**config.mk**
```make
export PLATFORM = sky130hd
export DESIGN_NAME = spi_frame_ctrl_flat
export DESIGN_NICKNAME = d
export VERILOG_FILES = /design/src/rtl/spi_frame_ctrl_if.sv /design/src/rtl/spi_frame_ctrl.sv /design/src/flat_wrapper.sv
export SDC_FILE = /design/constraint.sdc
export NUM_CORES = 1
export LEC_CHECK = 0
export CORE_UTILIZATION = 40
export DETAILED_ROUTE_END_ITERATION = 6
export PLACE_DENSITY_LB_ADDON = 0.2
export SLEW_MARGIN = 30
export SYNTH_ARGS = -nofsm -noshare
export SYNTH_HDL_FRONTEND = slang
export SYNTH_SLANG_ARGS = --single-unit
```
**constraint.sdc**
```tcl
create_clock -name clk -period 1.9 [get_ports clk]
set_input_delay 0.19 -clock clk [delete_from_list [all_inputs] [get_ports clk]]
set_output_delay 0.19 -clock clk [all_outputs]
set_load 0.02 [all_outputs]
```
**src/rtl/spi_frame_ctrl_if.sv**
```systemverilog
// spi_frame_ctrl_if
//   Bundles the SPI slave pins and the 8-line register port driven by
//   spi_frame_ctrl. The controller connects through the slave modport; the
//   SPI master / port model connects through the master modport.
//   SPI side : sck, cs_n (active-low), mosi in; miso out (mode 0, MSB first)
//   Port side: en strobe, rw (1=read), regSel[3:0], dataOut[7:0], dataOe,
//              dataIn[7:0] read back from the port data bus
//   Status   : frameErr, one-clk pulse on a rejected command byte
interface spi_frame_ctrl_if;
  logic       sck;
  logic       cs_n;
  logic       mosi;
  logic       miso;
  logic       en;
  logic       rw;
  logic [3:0] regSel;
  logic [7:0] dataOut;
  logic       dataOe;
  logic [7:0] dataIn;
  logic       frameErr;

  modport slave (
    input  sck, cs_n, mosi, dataIn,
    output miso, en, rw, regSel, dataOut, dataOe, frameErr
  );

  modport master (
    output sck, cs_n, mosi, dataIn,
    input  miso, en, rw, regSel, dataOut, dataOe, frameErr
  );
endinterface

```
**src/rtl/spi_frame_ctrl.sv**
```systemverilog
// spi_frame_ctrl
//   SPI mode-0 slave that turns a 16-bit frame {command, data} into one
//   access on an 8-line register port. Command byte = {rw, 3'b000, regSel}.
//   Writes drive dataOut with a setup clock, an EN_WIDTH-clock en strobe and
//   a hold clock; reads capture dataIn and shift it out on miso.
//   Ports: clk    - system clock, all state on its rising edge
//          rst    - asynchronous active-low reset
//          bus    - spi_frame_ctrl_if.slave (SPI pins, port bus, frameErr)
//   Parameters: EN_WIDTH    - clocks en is held high (1..15)
//               SYNC_STAGES - synchronizer depth on sck/cs_n/mosi (2..3)
module spi_frame_ctrl #(
  parameter int EN_WIDTH    = 2,
  parameter int SYNC_STAGES = 2
) (
  input  logic                  clk,
  input  logic                  rst,
  spi_frame_ctrl_if.slave       bus
);

  typedef enum logic [2:0] {
    IDLE    = 3'd0,
    CMD     = 3'd1,
    DATA    = 3'd2,
    WSETUP  = 3'd3,
    WSTROBE = 3'd4,
    WHOLD   = 3'd5,
    WAITCS  = 3'd6
  } state_t;

  localparam logic [3:0] EN_LAST = 4'(EN_WIDTH - 1);

  logic [SYNC_STAGES-1:0] sckSync_r;
  logic [SYNC_STAGES-1:0] csSync_r;
  logic [SYNC_STAGES-1:0] mosiSync_r;
  logic                   sckPrev_r;
  logic                   csPrev_r;

  state_t     state_r;
  logic [3:0] bitCnt_r;
  logic [3:0] enCnt_r;
  logic [6:0] shift_r;
  logic [7:0] misoShift_r;
  logic       capPend_r;
  logic       en_r;
  logic       rw_r;
  logic [3:0] regSel_r;
  logic [7:0] dataOut_r;
  logic       dataOe_r;
  logic       frameErr_r;

  logic       sckS_s;
  logic       csS_s;
  logic       mosiS_s;
  logic       sckRise_s;
  logic       sckFall_s;
  logic       csFall_s;
  logic [7:0] nextShift_s;

  assign sckS_s      = sckSync_r[SYNC_STAGES-1];
  assign csS_s       = csSync_r[SYNC_STAGES-1];
  assign mosiS_s     = mosiSync_r[SYNC_STAGES-1];
  assign sckRise_s   = sckS_s & ~sckPrev_r;
  assign sckFall_s   = ~sckS_s & sckPrev_r;
  assign csFall_s    = ~csS_s & csPrev_r;
  // mosi travels through the same depth as sck, so it is stable at the rise
  assign nextShift_s = {shift_r, mosiS_s};

  assign bus.miso     = misoShift_r[7];
  assign bus.en       = en_r;
  assign bus.rw       = rw_r;
  assign bus.regSel   = regSel_r;
  assign bus.dataOut  = dataOut_r;
  assign bus.dataOe   = dataOe_r;
  assign bus.frameErr = frameErr_r;

  // Synchronize the asynchronous SPI pins and keep one-clock history for edges
  always_ff @(posedge clk or negedge rst) begin
    if (!rst) begin
      sckSync_r  <= {SYNC_STAGES{1'b0}};
      csSync_r   <= {SYNC_STAGES{1'b1}};
      mosiSync_r <= {SYNC_STAGES{1'b0}};
      sckPrev_r  <= 1'b0;
      csPrev_r   <= 1'b1;
    end else begin
      sckSync_r  <= {sckSync_r[SYNC_STAGES-2:0], bus.sck};
      csSync_r   <= {csSync_r[SYNC_STAGES-2:0], bus.cs_n};
      mosiSync_r <= {mosiSync_r[SYNC_STAGES-2:0], bus.mosi};
      sckPrev_r  <= sckS_s;
      csPrev_r   <= csS_s;
    end
  end

  // Frame state machine with all port-side outputs registered
  always_ff @(posedge clk or negedge rst) begin
    if (!rst) begin
      state_r     <= IDLE;
      bitCnt_r    <= 4'd0;
      enCnt_r     <= 4'd0;
      shift_r     <= 7'd0;
      misoShift_r <= 8'd0;
      capPend_r   <= 1'b0;
      en_r        <= 1'b0;
      rw_r        <= 1'b1;
      regSel_r    <= 4'd0;
      dataOut_r   <= 8'd0;
      dataOe_r    <= 1'b0;
      frameErr_r  <= 1'b0;
    end else begin
      frameErr_r <= 1'b0;
      case (state_r)
        IDLE: begin
          rw_r        <= 1'b1;
          misoShift_r <= 8'd0;
          if (csFall_s) begin
            state_r  <= CMD;
            bitCnt_r <= 4'd0;
            shift_r  <= 7'd0;
          end
        end
        CMD: begin
          if (csS_s) begin
            state_r  <= IDLE;
            bitCnt_r <= 4'd0;
            shift_r  <= 7'd0;
            rw_r     <= 1'b1;
          end else if (sckRise_s) begin
            shift_r <= nextShift_s[6:0];
            if (bitCnt_r == 4'd7) begin
              if (nextShift_s[6:4] != 3'b000) begin
                frameErr_r <= 1'b1;
                bitCnt_r   <= 4'd0;
                state_r    <= WAITCS;
              end else begin
                rw_r      <= nextShift_s[7];
                regSel_r  <= nextShift_s[3:0];
                capPend_r <= nextShift_s[7];
                bitCnt_r  <= 4'd8;
                state_r   <= DATA;
              end
            end else begin
              bitCnt_r <= bitCnt_r + 4'd1;
            end
          end
        end
        DATA: begin
          if (csS_s) begin
            state_r     <= IDLE;
            bitCnt_r    <= 4'd0;
            shift_r     <= 7'd0;
            misoShift_r <= 8'd0;
            capPend_r   <= 1'b0;
            rw_r        <= 1'b1;
          end else begin
            // Read data is taken one clock after regSel/rw reach the port.
            // The sck fall closing the command byte (bitCnt 8) must not shift,
            // otherwise bit 7 would be lost before the first data rise.
            if (capPend_r) begin
              misoShift_r <= bus.dataIn;
              capPend_r   <= 1'b0;
            end else if (sckFall_s && rw_r && (bitCnt_r >= 4'd9)) begin
              misoShift_r <= {misoShift_r[6:0], 1'b0};
            end
            if (sckRise_s) begin
              shift_r <= nextShift_s[6:0];
              if (bitCnt_r == 4'd15) begin
                bitCnt_r    <= 4'd0;
                misoShift_r <= 8'd0;
                if (rw_r) begin
                  state_r <= WAITCS;
                end else begin
                  dataOut_r <= nextShift_s;
                  dataOe_r  <= 1'b1;
                  state_r   <= WSETUP;
                end
              end else begin
                bitCnt_r <= bitCnt_r + 4'd1;
              end
            end
          end
        end
        WSETUP: begin
          en_r    <= 1'b1;
          enCnt_r <= 4'd0;
          state_r <= WSTROBE;
        end
        WSTROBE: begin
          if (enCnt_r == EN_LAST) begin
            en_r    <= 1'b0;
            enCnt_r <= 4'd0;
            state_r <= WHOLD;
          end else begin
            enCnt_r <= enCnt_r + 4'd1;
          end
        end
        WHOLD: begin
          dataOe_r <= 1'b0;
          state_r  <= WAITCS;
        end
        WAITCS: begin
          misoShift_r <= 8'd0;
          if (csS_s) begin
            state_r  <= IDLE;
            bitCnt_r <= 4'd0;
            shift_r  <= 7'd0;
            rw_r     <= 1'b1;
          end
        end
        default: begin
          state_r <= IDLE;
        end
      endcase
    end
  end

endmodule

```
**src/flat_wrapper.sv**
```systemverilog
// flat-port wrapper written by rule: the top's interface ports become plain ports
module spi_frame_ctrl_flat 
#(
  parameter int EN_WIDTH    = 2,
  parameter int SYNC_STAGES = 2
)
  (clk, rst, bus_sck, bus_cs_n, bus_mosi, bus_dataIn, bus_miso, bus_en, bus_rw, bus_regSel, bus_dataOut, bus_dataOe, bus_frameErr);
  spi_frame_ctrl_if bus_i ();
  input  logic clk;
  input  logic rst;
  input wire logic [$bits(bus_i.sck)-1:0] bus_sck;
  input wire logic [$bits(bus_i.cs_n)-1:0] bus_cs_n;
  input wire logic [$bits(bus_i.mosi)-1:0] bus_mosi;
  input wire logic [$bits(bus_i.dataIn)-1:0] bus_dataIn;
  output wire logic [$bits(bus_i.miso)-1:0] bus_miso;
  output wire logic [$bits(bus_i.en)-1:0] bus_en;
  output wire logic [$bits(bus_i.rw)-1:0] bus_rw;
  output wire logic [$bits(bus_i.regSel)-1:0] bus_regSel;
  output wire logic [$bits(bus_i.dataOut)-1:0] bus_dataOut;
  output wire logic [$bits(bus_i.dataOe)-1:0] bus_dataOe;
  output wire logic [$bits(bus_i.frameErr)-1:0] bus_frameErr;
  assign bus_i.sck = bus_sck;
  assign bus_i.cs_n = bus_cs_n;
  assign bus_i.mosi = bus_mosi;
  assign bus_i.dataIn = bus_dataIn;
  assign bus_miso = bus_i.miso;
  assign bus_en = bus_i.en;
  assign bus_rw = bus_i.rw;
  assign bus_regSel = bus_i.regSel;
  assign bus_dataOut = bus_i.dataOut;
  assign bus_dataOe = bus_i.dataOe;
  assign bus_frameErr = bus_i.frameErr;
  spi_frame_ctrl #(.EN_WIDTH(EN_WIDTH), .SYNC_STAGES(SYNC_STAGES)) u_core (.clk(clk), .rst(rst), .bus(bus_i));
endmodule
```
==> flow_metrics.py <==
metrics = {
    "outcome": {
        "status": "finished clean",
    },
    "global_routing": {
        "grt_max_degree": 26,
        "grt_util_all_layers_pct": 17.53,
        "grt_pass1_wl_um": 8680,
        "overflow": 0,
        "grt_antenna_before_repair": 0,
        "grt_pass1_vias": 1792,
    },
    "clock_tree": {
        "root_buffer": "clkbuf_8",
        "numCtsBuffers": 5,
        "cts.sinks": 51,
        "path_clk_slew_ns": 0.11,
        "insertion_delay_ns": 0.31,
        "htree_levels": 2,
        "cts_max_path_buffers": 2,
        "cts_tree": "yes",
    },
    "route": {
        "drt_pass1_iterations": 7,
        "vias": 1902,
        "vias_per_cell": 5.343,
        "ant_nets": 0,
        "drc": 0,
        "wl_per_cell_um": 15.12,
        "wl_um": 5382,
        "drt_iter0_markers": 94,
    },
    "sta": {
        "finalCritPeriodShare_pct": 95.40,
        "relSlewSlack_pct": 59.97,
        "max_freq_ghz": 0.5517,
        "hold_violations": 0,
        "max_slew.worst_pin.slew_ns": 0.5972,
        "clock_skew_ns": 0.01104,
        "hold_ws_ns": 0.2800,
        "setup_viol": 0,
        "slew_viol_final": 0,
        "post-route-min-period_ns": 1.813,
        "fin_ws_ns": 0.08746,
    },
    "final_layout": {
        "final_core_utilization_pct": 53.10,
        "fin_nets": 298,
        "drive_gt1_share_pct": 22.78,
        "diodes": 0,
        "area_growth_pct": 25.59,
        "stdcell_count": 356,
    },
    "placed_design": {
        "io_buffers": 29,
        "place_ws_ns": 0.06621,
        "routabilityCongestion": 0.8084,
        "place_inst": 347,
        "dp_hpwl_um": 3867,
    },
    "floorplanning": {
        "dieArea_sq_um": 6731,
        "start_util_pct": 42.28,
        "rows": 28,
        "core_sq_um": 6061,
        "fp.dieH_um": 82.04,
        "die_x_um": 82.04,
        "ios": 30,
    },
    "yosys": {
        "synth-seq-area-share_pct": 50.00,
        "ys.flop_type": "dfrtp_1",
        "syn-instance-count": 231,
        "yosysWarnings": 0,
        "synth_cell_types": 50,
        "postSynthAreaPerCell_sq_um": 11.09,
        "synth_area_sq_um": 2562,
        "ys_seq_elements": 51,
        "synth_edf_count": 0,
        "async_reset_ff_share_pct": 100.0,
        "synthesis.nets": 249,
    },
    "setup_path": {
        "end_kind": "register",
        "rrSetupSlack_ns": 0.09,
        "worst-endpoint-arrival_ns": 2.02,
        "cp_data_required_time_ns": 2.11,
        "worstSetupStartpointType": "register",
        "cp_max_fo": 7,
        "criticalPathCategory": "reg2reg",
    },
    "flow_run": {
        "maxCapViolCount": 0,
    },
    "pwr": {
        "peakVddDrop_v": 0.0004547,
        "power.density_nw_per_um2": 987.8,
        "cellLeakagePower_uw": 0.001373,
        "total_power_uw": 3179,
    },
    "min_path": {
        "hp-class": "in2reg",
    },
}
## worst max-delay path: stages, from the launching register on
cell	delay, ns
dfrtp_1	0.43
or4b_4	0.55
nor4_4	0.21
buf_4	0.19
mux2_2	0.33
## placed cells by master (no fill, tap or decap), drive strengths merged, types with 3 or more instances in the layout
cell type	n
buf	25
ha	5
mux2	14
nand2	14
o21ai	15
a21oi	15
and2b	3
nand4b	3
dfstp	4
nor4	3
mux2i	9
and3	4
nor3b	5
dfrtp	47
inv	18
clkbuf	5
nor2	8
clkdlybuf4s50	28
o2bb2ai	10
nor3	4
o221ai	8
or3b	3
## layer usage
layer	GRT usage (%)	part of all wire [%]	up-vias
met2	27.60	46	29
met1	24.40	50	922
met5	0	0	-
li1	-	-	947
met3	3.556	3.5	4
met4	4.737	0.59	0
## cells by family (layout without fill, tap and decap cells)
family                   Yosys count  count (layout)  share of synthesized area, %
AO/OA/AOI/OAI                     66              66                         17.72
AND/OR/NAND/NOR                   56              56                         14.85
flip-flops                        51              51                         50.00
buffers and inverters             29              79                         4.980
multiplexers                      23              23                         9.668
adder cells (fa/ha/maj)            5               5                         2.441
XOR/XNOR                           1               1                        0.3419
## final timing paths
kind	from	to	depth (start not counted)
min in group asynchronous	rst	u_core.misoShift_r[0]$_DFFE_PN0P_	2
max in group asynchronous	rst	u_core.bus.rw$_DFFE_PN1P_	3
min	bus_cs_n	u_core.csSync_r[0]$_DFF_PN1_	1
max	u_core.state_r[1]$_DFFE_PN0P_	u_core.bus.regSel[2]$_DFFE_PN0P_	4
max reg2reg	u_core.state_r[1]$_DFFE_PN0P_	u_core.bus.regSel[2]$_DFFE_PN0P_	4
min reg2reg	u_core.sckSync_r[0]$_DFF_PN0_	u_core.sckSync_r[1]$_DFF_PN0_	0
## power breakdown
| part | leakage (uW) | internal (uW) | switching (uW) |
|---|---|---|---|
| clock network | 0.0000452 | 270 | 403 |
| logic | 0.000649 | 600 | 627 |
| registers | 0.000679 | 1180 | 99.1 |
| total | 0.00137 | 2050 | 1130 |
## cell usage after synthesis, types with 3 or more instances
master	instances	area, sq um
dfrtp_1	47	1176
inv_1	16	60.06
a21oi_1	15	75.07
o21ai_0	15	75.07
mux2_2	14	157.7
nand2_1	13	48.80
o2bb2ai_1	10	87.58
mux2i_1	9	90.09
nor2_1	8	30.03
o221ai_1	8	70.07
buf_2	6	30.03
ha_1	5	62.56
nor3b_1	5	37.54
and3_1	4	25.02
clkbuf_1	4	15.01
dfstp_2	4	105.1
nand4b_1	3	26.28
nor3_1	3	15.01
## per-stage QoR
step	TNS, ns	instance area, sq um
6_report	0	3218
5_1_grt	-0.003245	3218
4_1_cts	0	3199
3_5_place_dp	0	3095
3_3_place_gp	0	3095
2_1_floorplan	0	2562
## sequential cells by signal (all words and copies together) (netlist names), 2 cells and up
signal / cells
u_core.bitCnt_r: 4
u_core.bus.dataOut: 8
u_core.mosiSync_r: 2
u_core.csSync_r: 2
u_core.bus.regSel: 4
u_core.enCnt_r: 4
u_core.sckSync_r: 2
u_core.shift_r: 7
u_core.state_r: 3
u_core.misoShift_r: 8
## area by class of cell
| cell class | instances | area [sq um] |
|---|---|---|
| clock inverters | 3 | 25.02 |
| well taps | 75 | 93.84 |
| repair buffers | 54 | 516.7 |
| inverters | 17 | 63.81 |
| multi-input cells | 151 | 1169 |
| fillers | 562 | 2843 |
| flip-flops and latches | 51 | 1281 |
| clock buffers | 5 | 68.82 |
## timing repair
item / in CTS / in global routing
endpoints found under the hold margin: 14 / 0
endpoints found under the setup margin: 0 / 14
buffers inserted: 0 / 0
resized for setup: 0 / 5
hold buffers: 1 / 0
No activity file was read; power rests on OpenSTA's default activity.
